--- config.mk ---
export PLATFORM = sky130hd
export DESIGN_NAME = inst_fetch_queue
export DESIGN_NICKNAME = d
export VERILOG_FILES = /design/src/rtl/inst_fetch_queue.sv
export SDC_FILE = /design/constraint.sdc
export NUM_CORES = 1
export LEC_CHECK = 0
export BUFFER_PORTS_ARGS = -buffer_cell sky130_fd_sc_hd__buf_2
export CAP_MARGIN = 5
export CORE_MARGIN = 10
export CORE_UTILIZATION = 40
export DETAILED_ROUTE_END_ITERATION = 6
export GPL_TIMING_DRIVEN = 0
export HOLD_SLACK_MARGIN = 0.15
export PLACE_DENSITY = 0.65
export SYNTH_ARGS = -nofsm -noshare
export SYNTH_HDL_FRONTEND = slang
export SYNTH_SLANG_ARGS = --single-unit
--- constraint.sdc ---
create_clock -name clk -period 3.4 [get_ports clk]
set_input_delay 0.34 -clock clk [delete_from_list [all_inputs] [get_ports clk]]
set_output_delay 0.34 -clock clk [all_outputs]
set_load 0.01 [all_outputs]
--- src/rtl/inst_fetch_queue.sv ---
`timescale 1ns/1ps
// ---------------------------------------------------------------------------
// inst_fetch_queue
//
// Fetch stage sitting directly in front of the core's decode/control logic.
// It walks a sequential fetch PC, reads instruction words from a
// variable-latency instruction memory over a req/ack handshake, and buffers
// {pc, instruction} pairs in a small FIFO. Decode drains the FIFO through a
// valid/ready interface. A redirect (taken branch, jal, jalr) empties the
// queue and restarts fetching at the new PC.
//
// Parameters
//   DEPTH     FIFO entries (power of two, >= 2)
//   RESET_PC  first fetch address after reset
//
// Ports
//   clk            clock, all state updates on the rising edge
//   rst            asynchronous, active-low reset
//   redirect_i     flush the queue and restart fetch at redirect_pc_i
//   redirect_pc_i  new fetch PC, low two bits ignored
//   mem_req_o      instruction memory read request
//   mem_addr_o     word-aligned read address, stable while mem_req_o is high
//   mem_ack_i      read complete, mem_rdata_i valid this cycle
//   mem_rdata_i    instruction word returned by memory
//   inst_valid_o   queue head holds a valid instruction
//   inst_o         head instruction word
//   inst_pc_o      PC of the head instruction
//   inst_ready_i   decode takes the head when inst_valid_o is also high
// ---------------------------------------------------------------------------
module inst_fetch_queue #(
  parameter int          DEPTH    = 4,
  parameter logic [31:0] RESET_PC = 32'h0
) (
  input  logic        clk,
  input  logic        rst,
  input  logic        redirect_i,
  input  logic [31:0] redirect_pc_i,
  output logic        mem_req_o,
  output logic [31:0] mem_addr_o,
  input  logic        mem_ack_i,
  input  logic [31:0] mem_rdata_i,
  output logic        inst_valid_o,
  output logic [31:0] inst_o,
  output logic [31:0] inst_pc_o,
  input  logic        inst_ready_i
);

  localparam int AW = $clog2(DEPTH);
  localparam int CW = AW + 1;

  // IDLE  : no request on the bus
  // REQ   : request outstanding, returned data is enqueued
  // DRAIN : request outstanding but made stale by a redirect; data dropped
  typedef enum logic [1:0] {
    IDLE  = 2'd0,
    REQ   = 2'd1,
    DRAIN = 2'd2
  } state_t;

  state_t          state;
  state_t          state_next;

  logic [31:0]     fetch_pc;
  logic [31:0]     fetch_pc_next;
  logic [31:0]     req_addr;
  logic            load_addr;

  logic [CW-1:0]   count;
  logic [CW-1:0]   count_next;
  logic [AW-1:0]   rd_ptr;
  logic [AW-1:0]   wr_ptr;

  logic            push;
  logic            pop;

  logic [31:0]     pc_mem   [DEPTH];
  logic [31:0]     inst_mem [DEPTH];

  logic            unused_pc_bits;

  // The low PC bits are forced to zero, so the incoming ones are never used.
  assign unused_pc_bits = ^redirect_pc_i[1:0];

  // Outputs come straight from registered state so nothing from the memory
  // read data reaches decode combinationally. mem_req_o is decoded from the
  // state register, which means an asynchronous reset drops it immediately.
  assign mem_req_o    = (state != IDLE);
  assign mem_addr_o   = req_addr;
  assign inst_valid_o = (count != '0);
  assign inst_o       = inst_mem[rd_ptr];
  assign inst_pc_o    = pc_mem[rd_ptr];

  // Next-state and queue bookkeeping. A redirect has highest priority: it
  // cancels any push and pop happening in the same cycle and empties the
  // queue. Because a request is only issued while a slot is free and at most
  // one request is ever outstanding, a push can never find the FIFO full.
  // load_addr marks every transition that starts a fresh request, which is
  // the only time the bus address may change.
  always_comb begin
    state_next    = state;
    load_addr     = 1'b0;
    push          = (state == REQ) && mem_ack_i && !redirect_i;
    pop           = inst_valid_o && inst_ready_i && !redirect_i;
    fetch_pc_next = fetch_pc;
    count_next    = count;

    if (redirect_i) begin
      count_next    = '0;
      fetch_pc_next = {redirect_pc_i[31:2], 2'b00};
    end else begin
      count_next = count + CW'(push) - CW'(pop);
      if (push) begin
        fetch_pc_next = fetch_pc + 32'd4;
      end
    end

    case (state)
      IDLE: begin
        if (!redirect_i && (count < CW'(DEPTH))) begin
          state_next = REQ;
          load_addr  = 1'b1;
        end
      end
      REQ: begin
        if (mem_ack_i) begin
          if (redirect_i || (count_next < CW'(DEPTH))) begin
            state_next = REQ;
            load_addr  = 1'b1;
          end else begin
            state_next = IDLE;
          end
        end else if (redirect_i) begin
          state_next = DRAIN;
        end
      end
      DRAIN: begin
        if (mem_ack_i) begin
          state_next = REQ;
          load_addr  = 1'b1;
        end
      end
      default: begin
        state_next = IDLE;
      end
    endcase
  end

  // Control state: FSM, fetch PC, bus address and queue pointers. While a
  // request waits for its ack the address register is left alone, even when
  // a redirect moves fetch_pc, so the memory always sees a stable address.
  always_ff @(posedge clk or negedge rst) begin
    if (!rst) begin
      state    <= IDLE;
      fetch_pc <= RESET_PC;
      req_addr <= RESET_PC;
      count    <= '0;
      rd_ptr   <= '0;
      wr_ptr   <= '0;
    end else begin
      state    <= state_next;
      fetch_pc <= fetch_pc_next;
      count    <= count_next;
      if (load_addr) begin
        req_addr <= fetch_pc_next;
      end
      if (redirect_i) begin
        rd_ptr <= '0;
        wr_ptr <= '0;
      end else begin
        if (push) begin
          wr_ptr <= wr_ptr + AW'(1);
        end
        if (pop) begin
          rd_ptr <= rd_ptr + AW'(1);
        end
      end
    end
  end

  // FIFO storage. It is cleared on reset so the head outputs read zero until
  // the first instruction arrives. In REQ, fetch_pc always equals the address
  // on the bus, so it is the PC of the word being returned.
  always_ff @(posedge clk or negedge rst) begin
    if (!rst) begin
      for (int i = 0; i < DEPTH; i++) begin
        pc_mem[i]   <= '0;
        inst_mem[i] <= '0;
      end
    end else if (push) begin
      pc_mem[wr_ptr]   <= fetch_pc;
      inst_mem[wr_ptr] <= mem_rdata_i;
    end
  end

endmodule
==> results.md <==
- Status: finished clean
- Share of cells above drive strength 1: between 40% and 50%
- Number of enable flip-flop cells after synthesis: 0
- Max Clock Freq: approximately 300 MHz
- Gate Count Post-Synth: around 1000
- Largest cells by area after synthesis: dfrtp_1, mux2_2, mux4_2, clkbuf_1, nand2_1
- Min-Delay Path Class: in -> reg
- CP bufs+invs: 6
- Worst path cell trace: dlygate4sd3_1 -> buf_2 -> and4bb_4 -> inv_4 -> ha_1 -> inv_1 -> ha_1 -> inv_1 -> fa_1 -> xnor3_1 -> nand2_1 -> o211ai_1 -> buf_6 -> mux2_2
- Total CTS buffers: 37
- CP Launch Type: input port
- Tmin final: 3260 ps
- Crit path kind: in -> reg
- Antenna-violating nets left: 0
- Initial Util: just over 40%
- VDD IR max: 0.445 mV
- Boundary Pins: ~170
- CP max stage delay: approximately 560 ps
- DP HPWL: around 26000 um
- Reg2Reg Launch Point: state[1]$_DFFE_PN0P_
- Sequential Power Share: approximately 39%
- Critical path depth in cells: 14
- Worst-path clk slew: 60 ps
- CTS tree: done
- P_leak: approximately 8.4 nW
- Die height: 211 um
- Register bit total from synthesis: 329
- FF-to-FF setup slack: roughly 140 ps
- HP Start: inst_ready_i
- Post-DR wirelength/cell: around 21 um
- Synth Area in XOR/XNOR: about 1.6%
- Simple-gate share of the synthesized area: between 5 and 6%
- Clk pwr share: 28.7%
- Via count: roughly 9.4k
- Critical Path Start: mem_ack_i
- Cell family with most CP delay: buffers and inverters
- Adder-Cell Fraction of Synth Area: less than 1%
- Largest net degree at the start of global routing: 90
- Mapped Area: 0.0146 mm^2
- Mapped Nets: approximately 1.1k
- Actual slew at the worst max-slew pin: approximately 910 ps
- Hold WS: 177 ps
- Sequential share of the synthesized area: 56.4%
- Fillcell total: 3038
- Relative max-transition margin: 39.2%
- Post-synthesis mux area share: between 30% and 40%
- Die area: roughly 0.045 mm^2
- Top FF cell, synth: dfrtp_1
- Post-synth top area share: between 50 and 60%
- Post-synth top cells: dfrtp_1, mux2_2, mux4_2
- GRT Total Usage: ~17%
- Syn_area_per_cell: roughly 15 um^2
- Crit. End Element: flip-flop
- Residual DRC count: 0
- P_int: just over 10 mW
- Switch share: 30.3%
- Core ar.: approximately 0.036 mm^2
- Clock sinks: approximately 330
- Yosys top cell by area: dfrtp_1
- Row Count: between 60 and 70
- Post-synth ARST share: between 90% and 100%
- Placer Congestion: about 0.8
- Required time worst endpoint: 3810 ps
- Worst path arrival time: approximately 3700 ps
- Pre-Repair DR Iteration Count: 5
- Clock latency on the worst-skew pair: around 530 ps
- Max-slew violations: 0
- CP endpoint: mem_addr_o[4]$_DFFE_PN0P_
- Initial antenna violation count: 2
- Final Instance Area: about 0.018 mm^2
- Drt total wl: roughly 37000 um
- Layout overhead on the synthesized area: 23.8%
- Top-count cell post-synth: dfrtp_1
- Drt initial violations: 630
- Cells on worst reg2reg path: 13
- RSZ-0062 raised after global routing: false
- Max_cap viols: 0
- Compound-Gate Fraction of Synth Area: ~3.0%
- Diodes inserted: 0
- Fin crit share: roughly 96%
- Sw Pwr: 4.48 mW
- Cell Area, Placed: ~0.016 mm^2
- Global-route wire length before repair: 59400 um
- Fin Setup TNS: 0 ps
- Crit-path max FO: 10
- R2r endpoint: mem_addr_o[4]$_DFFE_PN0P_
- Largest family of logic cells by synthesized area: multiplexers
- H-Tree Depth: 2
- Root Buffer Master: clkbuf_16
- Vias per inst: around 5.4
- Synth cell types: between 50 and 60
- Post-layout nets: between 1k and 1.5k
- Die X: roughly 210 um
- Worst Clk Skew: 21.4 ps
- Final setup fails: 0
- Final Hold Viols: 0
- Clk buf depth: 3
- Gate power share: between 30% and 40%
- Ys Warns: 0
- PwrDens: approximately 820 mW/mm^2
- Remaining Overflow, GRT: 0
- PortBufs: 164
- Vias in the first global route: a little over 10k
- Worst path slowest cell: dlygate4sd3_1
-- routing by layer --
metal / wire length, um / up-vias / track usage (%)
met2: 17200 / 302 / 26.3
met3: 2840 / 50 / 4.61
li1: - / 4206 / -
met1: 16700 / 4840 / 23.1
met4: 609 / 4 / 4.12
met5: 24 / - / 0
-- layout by cell type, fill, tap and decap left out, types with 4 or more instances in the layout --
master,n
and3_1,8
buf_4,5
nand4_1,10
nand3_1,18
nor2_1,27
xor2_1,11
a21oi_1,12
buf_1,6
mux2_2,265
dfrtp_1,329
nand2_1,51
buf_2,172
mux4_2,64
xnor2_1,13
bufinv_16,4
a221oi_1,4
nor2b_1,5
clkbuf_2,4
clkbuf_16,39
clkbuf_8,11
ha_1,7
o21ai_0,20
clkinv_2,5
clkbuf_1,52
nor3_1,9
and4_1,4
inv_1,9
dlygate4sd3_1,63
a221o_1,7
-- layout make-up --
cell class,instances,area [um^2],share of cell area (%)
Clock buffer,55,1150,6.34
Multi-Input combinational cell,583,6030,33.4
Sequential cell,329,8230,45.6
Buffer,71,313,1.73
Timing Repair Buffer,233,1570,8.67
Tap cell,461,577,3.19
Clock inverter,11,161,0.893
Inverter,10,40.0,0.222
-- state kept, by name (all words and copies together), names as in the netlist --
name,count
count,3
state,2
rd_ptr,2
inst_mem,128
pc_mem,128
wr_ptr,2
mem_addr_o,32
fetch_pc,32
-- through the flow --
stage	power (mW)	std cells	utilization, %	setup WS, ps
5_1_grt	15.6	1753	50.4	10.9
2_1_floorplan	8.71	995	-	92.3
4_1_cts	14.9	1753	50.4	54.8
3_5_place_dp	10.6	1623	44.9	-1130
6_report	14.8	1753	50.4	139
3_3_place_gp	10.4	1620	44.7	-4350
-- worst min path at each step --
stage,endpoint,slack (ps),cells past startpoint
final,rd_ptr[1]$_DFFE_PN0P_,180,4
after global routing,fetch_pc[5]$_DFF_PN0_,190,3
after CTS,rd_ptr[1]$_DFFE_PN0P_,160,4
after detailed placement,inst_mem[80]$_DFFE_PN0P_,360,1
after global placement,pc_mem[20]$_DFFE_PN0P_,460,2
after floorplan,count[0]$_DFF_PN0_,40,0
-- cells by family (layout without fill, tap and decap cells) --
family | after synthesis | in the layout
xor gates and xnor gates | 25 | 25
and+or+nand+nor | 153 | 153
adders and majority gates | 8 | 8
AOI/OAI and AO/OA | 64 | 64
buffers and inverters | 83 | 380
muxes | 333 | 333
DFF | 329 | 329
-- power groups by stage --
| stage | registers [mW] | clock network, mW | logic (mW) |
|---|---|---|---|
| final | 5.72 | 4.23 | 4.82 |
| after global routing | 5.87 | 4.50 | 5.25 |
| after CTS | 5.72 | 4.33 | 4.89 |
| after detailed placement | 5.77 | 0 | 4.78 |
| after global placement | 5.72 | 0 | 4.67 |
| after floorplan | 5.65 | 0 | 3.06 |
-- repair_timing --
| item | 4_1_cts | 5_1_grt |
|---|---|---|
| endpoints found under the setup margin | 32 | 27 |
| hold buffers | 63 | 0 |
| setup buffers | 2 | 1 |
| pin swaps | 1 | 0 |
| hold endpoints to repair | 236 | 0 |
| resized for setup | 6 | 8 |
-- worst reg2reg max path, cell delays in order (launching register included) --
cell,delay [ps]
dfrtp_1,370
buf_6,130
and4bb_4,400
inv_4,80
ha_1,290
inv_1,50
ha_1,120
inv_1,50
fa_1,370
xnor3_1,270
nand2_1,80
o211ai_1,300
buf_6,280
mux2_2,360
Note: power is estimated with default switching activity, not from simulation.
